==> src/rtl/stage_if.sv <==
// Instruction-fetch stage: owns the PC, issues one word-addressed fetch at a time and holds
// the IF/ID register, honouring decode stall and branch/jump redirect.
module stage_if #(
  parameter logic [31:0] RESET_PC = 32'h0000_0000,
  parameter logic [31:0] NOP_INST = 32'h0000_0013
) (
  input  logic        clk,
  input  logic        rst,
  input  logic        stall,
  input  logic        br,
  input  logic [31:0] br_addr,
  output logic        imem_req,
  output logic [31:0] imem_addr,
  input  logic        imem_ready,
  input  logic        imem_rvalid,
  input  logic [31:0] imem_rdata,
  output logic        id_valid,
  output logic [31:0] id_pc,
  output logic [31:0] id_inst
);

  localparam logic [1:0] S_REQ  = 2'd0;
  localparam logic [1:0] S_WAIT = 2'd1;
  localparam logic [1:0] S_KILL = 2'd2;

  logic [1:0]  state_q, state_d;
  logic [31:0] pc_q, pc_d;

  logic        pend_valid_q, pend_valid_d;
  logic [31:0] pend_pc_q, pend_pc_d;
  logic [31:0] pend_inst_q, pend_inst_d;

  logic        id_valid_q, id_valid_d;
  logic [31:0] id_pc_q, id_pc_d;
  logic [31:0] id_inst_q, id_inst_d;

  logic handshake;
  logic redirect;
  logic resp_live;

  // Request depends only on registered state so there is no path from br/stall/imem inputs.
  assign imem_req  = (state_q == S_REQ) && !pend_valid_q;
  assign imem_addr = pc_q;

  assign handshake = imem_req && imem_ready;
  assign redirect  = br && !stall && id_valid_q;
  // A response on the correct path that is not being killed by a redirect this cycle.
  assign resp_live = (state_q == S_WAIT) && imem_rvalid && !redirect;

  always_comb begin
    state_d = state_q;
    unique case (state_q)
      S_REQ: begin
        if (handshake) begin
          state_d = redirect ? S_KILL : S_WAIT;
        end
      end
      S_WAIT: begin
        if (imem_rvalid) begin
          state_d = S_REQ;
        end else if (redirect) begin
          state_d = S_KILL;
        end
      end
      S_KILL: begin
        if (imem_rvalid) begin
          state_d = S_REQ;
        end
      end
      default: state_d = S_REQ;
    endcase
  end

  always_comb begin
    pc_d = pc_q;
    if (redirect) begin
      pc_d = br_addr;
    end else if (resp_live) begin
      pc_d = pc_q + 32'd1;
    end
  end

  // Pending buffer catches a response that arrives while decode is stalled.
  always_comb begin
    pend_valid_d = pend_valid_q;
    pend_pc_d    = pend_pc_q;
    pend_inst_d  = pend_inst_q;
    if (redirect) begin
      pend_valid_d = 1'b0;
    end else if (resp_live && stall) begin
      pend_valid_d = 1'b1;
      pend_pc_d    = pc_q;
      pend_inst_d  = imem_rdata;
    end else if (!stall && pend_valid_q) begin
      pend_valid_d = 1'b0;
    end
  end

  always_comb begin
    id_valid_d = id_valid_q;
    id_pc_d    = id_pc_q;
    id_inst_d  = id_inst_q;
    if (!stall) begin
      if (redirect) begin
        id_valid_d = 1'b0;
        id_pc_d    = 32'd0;
        id_inst_d  = NOP_INST;
      end else if (pend_valid_q) begin
        id_valid_d = 1'b1;
        id_pc_d    = pend_pc_q;
        id_inst_d  = pend_inst_q;
      end else if (resp_live) begin
        id_valid_d = 1'b1;
        id_pc_d    = pc_q;
        id_inst_d  = imem_rdata;
      end else begin
        id_valid_d = 1'b0;
        id_pc_d    = 32'd0;
        id_inst_d  = NOP_INST;
      end
    end
  end

  always_ff @(posedge clk or posedge rst) begin
    if (rst) begin
      state_q      <= S_REQ;
      pc_q         <= RESET_PC;
      pend_valid_q <= 1'b0;
      pend_pc_q    <= 32'd0;
      pend_inst_q  <= 32'd0;
      id_valid_q   <= 1'b0;
      id_pc_q      <= 32'd0;
      id_inst_q    <= NOP_INST;
    end else begin
      state_q      <= state_d;
      pc_q         <= pc_d;
      pend_valid_q <= pend_valid_d;
      pend_pc_q    <= pend_pc_d;
      pend_inst_q  <= pend_inst_d;
      id_valid_q   <= id_valid_d;
      id_pc_q      <= id_pc_d;
      id_inst_q    <= id_inst_d;
    end
  end

  assign id_valid = id_valid_q;
  assign id_pc    = id_pc_q;
  assign id_inst  = id_inst_q;

endmodule

==> config.mk <==
export PLATFORM = sky130hd
export DESIGN_NAME = stage_if
export DESIGN_NICKNAME = d
export VERILOG_FILES = /design/src/rtl/stage_if.sv
export SDC_FILE = /design/constraint.sdc
export NUM_CORES = 1
export LEC_CHECK = 0
export ABC_AREA = 1
export BUFFER_PORTS_ARGS = -buffer_cell sky130_fd_sc_hd__buf_4
export CORE_MARGIN = 2
export CORE_UTILIZATION = 47
export DETAILED_ROUTE_END_ITERATION = 6
export PLACE_DENSITY = 0.74
export SLEW_MARGIN = 10
export SYNTH_ARGS = -nofsm -noshare
export SYNTH_HDL_FRONTEND = slang
export SYNTH_SLANG_ARGS = --single-unit
==> constraint.sdc <==
create_clock -name clk -period 10 [get_ports clk]
set_clock_uncertainty 0.2 [all_clocks]
set_input_delay 1 -clock clk [delete_from_list [all_inputs] [get_ports clk]]
set_output_delay 1 -clock clk [all_outputs]
set_load 0.005 [all_outputs]
=== Word level (Yosys, flattened, before mapping) ===
Index checks and enable logic that the tools add are counted.

* Add/subtract/negate cells: 1
* Reductions and logical operators: 16
* Bitwise gates (word level): 1
* Eq/ne operators: 5
* Mux-type cells: 20

{| class="wikitable"
|+ Operators by type and width
! operator !! number
|-
| $mux W32 || 8
|-
| $add A32 B1 Y32 const B || 1
|-
| $mux W2 || 5
|-
| $logic_and A1 B1 Y1 || 8
|-
| $mux W1 || 6
|-
| $pmux W2 S3 || 1
|-
| $ne A2 B2 Y1 const B || 2
|-
| $logic_not A1 Y1 || 3
|-
| $ne A3 B3 Y1 const B || 1
|-
| $reduce_and A3 Y1 || 1
|-
| $reduce_bool A3 Y1 || 1
|-
| $eq A2 B1 Y1 const B || 1
|-
| $eq A2 B2 Y1 const B || 1
|-
| $logic_not A2 Y1 || 1
|-
| $reduce_and A2 Y1 || 1
|-
| $reduce_bool A2 Y1 || 1
|-
| $not A1 Y1 || 1
|}

* Bits of input ports: 70
* Flip-flop bits (word level): 164
* Word-level logic and storage cells: 51

=== Depth between registers and ports, before layout ===
* Depth in word-level cells: 8
* Mapped depth: 9

=== Least setup slack after synthesis ===
OpenSTA, ideal clock, no wires.

* Path kind: input -> register
* Start: input stall
* End: register id_pc_q[11] (netlist: id_pc[11])
* Slack: 7.801 ns
* Buffers on the path: 3
* Stages: 9
* Arrival: 1.878 ns
* Path through: buf_4 > inv_4 > nand3_4 > nand2_2 > buf_6 > buf_6 > nor2_2 > o21ai_1 > nand2_1

* Longest elaborated chain between the ends: 8

{| class="wikitable"
|+ Ends and longest elaborated chain
! element !! RTL line !! text
|-
| start, declared || 9 || <nowiki>input logic stall,</nowiki>
|-
| $logic_not A1 Y1 || -- ||
|-
| $logic_and A1 B1 Y1 (2 in a row) || 46 || <nowiki>assign redirect = br && !stall && id_valid_q;</nowiki>
|-
| $logic_not A1 Y1 || 48 || <nowiki>assign resp_live = (state_q == S_WAIT) && imem_rvalid && !redirect;</nowiki>
|-
| $logic_and A1 B1 Y1 || 48 ||
|-
| $mux W32 || 112 || <nowiki>end else if (resp_live) begin</nowiki>
|-
| $mux W32 || 108 || <nowiki>end else if (pend_valid_q) begin</nowiki>
|-
| $mux W32 || 104 || <nowiki>if (redirect) begin</nowiki>
|-
| end signal, assigned || 141 || <nowiki>id_pc_q <= id_pc_d;</nowiki>
|-
| end, declared || 34 || <nowiki>logic [31:0] id_pc_q, id_pc_d;</nowiki>
|}

Parallel ways exist; a longest one is shown, timed or not.
A chain may end at the register's enable or synchronous reset.

=== Worst setup path in the final report ===
* Start: input stall
* End: register pc_q[12] (netlist: imem_addr[12])

* Longest elaborated chain between the ends: 6
* Elaborated cells between the ends (all ways): 7
* Those cells by class: 1 x mux; 6 x reduce/logical

{| class="wikitable"
|+ Ends and longest elaborated chain
! element !! RTL line !! text
|-
| $logic_not A1 Y1 (*) || -- ||
|-
| $logic_and A1 B1 Y1 (*) (2 in a row) || 46 ||
|-
| $logic_not A1 Y1 || 48 ||
|-
| $logic_and A1 B1 Y1 || 48 ||
|-
| $reduce_bool A2 Y1 (no source line) || -- ||
|-
| end signal, assigned || 136 || <nowiki>pc_q <= pc_d;</nowiki>
|-
| end, declared || 27 || <nowiki>logic [31:0] pc_q, pc_d;</nowiki>
|}

Every way passes the cells marked *; elsewhere a longest branch is shown, timed or not.

==> results.py <==
metrics = {
    "outcome": {
        "run_status": "finished, final reports clean",
    },
    "layout": {
        "num_antenna_cells": 0,
        "drive_above_1_share": 0.185,
        "syn2layout_area_growth_pct": 22.6,
        "finish.instance_area_um2": 10100,
        "fill_cells": 1597,
        "layout_commonest_cell": "nand2_1",
        "utilization": 0.586,
        "fin_nets": 1315,
        "mostFrequentLayoutCells": "nand2_1 (389), buf_4 (173), dfrtp_1 (161)",
    },
    "place": {
        "placed_cell_area_um2": 9500,
        "gp_congestion": 0.900,
        "place_hpwl_um": 14800,
        "io_buffers": 167,
    },
    "clock_network": {
        "clkTransAtPathRegs_ns": 0.06,
        "cts_resized": 0,
        "clock_path_buffers": 2,
        "postCtsSetupBuffers": 0,
        "cts_tree": "built",
        "h-tree-depth": 4,
        "cts_buffers": 17,
        "clk_latency_ns": 0.42,
        "cts_num_sinks": 164,
        "cts_root_buffer": "clkbuf_16",
        "cts_hold_buffers": 0,
    },
    "floorplanning": {
        "fp-row-count": 48,
        "core_um2": 17200,
        "fp.dieW_um": 136,
        "pin_count": 168,
        "die_h_um": 136,
        "die_area_um2": 18600,
        "start_util": 0.478,
    },
    "detailed_routing": {
        "drc": 0,
        "viasPerCell": 5.20,
        "wl_per_cell_um": 15.3,
        "antenna_left": 0,
        "drt-initial-drc-count": 583,
        "routed_wl_um": 22600,
        "num_vias": 7702,
        "drt-pass1-iter-count": 5,
    },
    "pwr": {
        "ir_worst_vdd_mv": 0.143,
        "power_density_nw_per_um2": 265,
        "leakage_uw": 0.00524,
    },
    "timing": {
        "setup_viol": 0,
        "slew_violations": 0,
        "final.period_utilization": 0.359,
        "fin_crit_ns": 3.59,
        "holdWs_ns": 0.274,
        "tightest_slew_ns": 1.21,
        "timing.fmax_mhz": 278,
        "finalSetupTns_ns": 0,
        "relSlewSlack": 0.194,
        "rsz0062_at_grt": "no",
        "finalHoldViolCount": 0,
    },
    "global_routing": {
        "grt_pass1_wl_um": 36600,
        "use_met3": 0.0373,
        "grt_util_met2": 0.394,
        "grt_max_degree": 121,
        "grt_pass1_vias": 7307,
        "grtUsageMet1": 0.357,
        "grt.total_usage": 0.250,
        "grt_busiest_layer": "met2",
        "antenna_found_initial": 0,
        "overflow": 0,
    },
    "synthesis": {
        "synth.distinct_cells": 33,
        "synth_nets": 1181,
        "avgSynthCellArea_um2": 7.42,
        "yosys_warnings": 0,
        "yosysSeqAreaShare": 0.499,
        "postSynthCellCount": 1110,
        "synth_area_um2": 8240,
        "ys_ff_latch": 164,
    },
    "critical_path": {
        "crit_path_max_incr_delay_ns": 0.66,
        "required_ns": 10.09,
        "path_class": "input pin to flip-flop",
        "critPathLaunchType": "input pin",
        "worstSetupEndpointType": "flip-flop",
        "crit_fanout": 71,
        "path_cells": "buf_4, inv_4, nand3_4, nand2_2, buf_4, inv_1, nand3_1, nand3b_1",
        "critPathMostFrequentCell": "buf_4",
        "critPathSlowestCell": "nand2_2",
        "arrival_ns": 3.69,
        "reg2regPathDepth": 8,
    },
    "flow_run": {
        "cap_violations": 0,
    },
    "min_path": {
        "hp-class": "flip-flop to flip-flop",
        "holdPathStages": 2,
    },
}
## registers in the layout, indices dropped and copies added, names as in the netlist
| name | count |
|---|---|
| id_pc | 32 |
| id_valid | 1 |
| imem_addr | 32 |
| pend_inst_q | 32 |
| pend_pc_q | 32 |
| state_q | 2 |
| pend_valid_q | 1 |
| id_inst | 32 |
## metrics by stage
stage,power [uW],setup slack (ns),std cells
3_3_place_gp,1990,6.09,1450
2_1_floorplan,1630,4.37,1110
3_5_place_dp,2020,6.02,1450
4_1_cts,2680,6.44,1482
5_1_grt,2860,6.15,1482
6_report,2680,6.41,1482
## synthesized netlist by cell type
cell	n	area [um2]
nor3_1	1	5.00
clkbuf_1	18	67.6
buf_1	5	18.8
dfrtp_1	161	4030
o211ai_1	3	22.5
nor2_1	144	541
inv_1	90	338
inv_4	1	6.26
nand3b_1	10	75.1
a21oi_1	37	185
buf_4	8	60.1
xnor2_1	1	8.76
ha_1	1	12.5
inv_2	3	11.3
nand2_2	4	25.0
nand4_1	1	6.26
nor2_2	11	68.8
o22ai_1	28	175
nand2_1	389	1460
and2_1	2	12.5
clkbuf_2	2	10.0
o21ai_1	34	170
nor2_4	2	22.5
nand3_1	49	245
o21bai_1	1	7.51
o31ai_1	1	7.51
buf_2	18	90.1
buf_6	7	78.8
o21ai_2	1	8.76
xor2_1	2	17.5
dfstp_2	3	78.8
o21ai_0	71	355
nand3_4	1	17.5
## cell families after synthesis
logic type / Yosys count / share of synthesized area
simple gates: 614 / 0.301
compound gates: 176 / 0.113
fa+ha+maj: 1 / 0.00152
xor+xnor: 3 / 0.00319
flops: 164 / 0.499
buf+inv: 152 / 0.0826
## metal layers
metal  wire, um  vias to the layer above
met5          0                        -
met4        339                        0
met1      10500                     3664
li1           -                     3763
met3       1360                       26
met2      10500                      249
## where the power goes
group / switching [uW] / internal [uW] / leakage, uW
Sequential: 201 / 922 / 0.00208
Combinational: 502 / 390 / 0.00287
Clock: 286 / 375 / 0.000285
Total: 989 / 1690 / 0.00524
## path summary, 6_finish.rpt
path | start | to | slack, ns
worst max-delay path | stall | imem_addr[12] | 6.41
worst max register to register | state_q[1] | imem_addr[3] | 7.02
worst min register to register | pend_pc_q[6] | pend_pc_q[6] | 0.27
worst min-delay path | pend_pc_q[6] | pend_pc_q[6] | 0.27
max in group asynchronous | rst | id_pc[10] | 7.65
min in group asynchronous | rst | id_pc[6] | 0.60
## final cells by class
cell class	count	area, um2	area share
clock buffer	17	425	0.0421
clock inverter	15	171	0.0170
inverter	94	360	0.0357
multi-input combinational	794	3450	0.342
sequential	164	4110	0.407
tap	225	282	0.0279
timing repair buffer	173	1300	0.129
## critical path, delay by kind of cell
kind / cells / cell delay, ns
simple gates: 4 / 1.11
buf+inv: 4 / 1.54
Note: power is estimated with default switching activity, not from simulation.
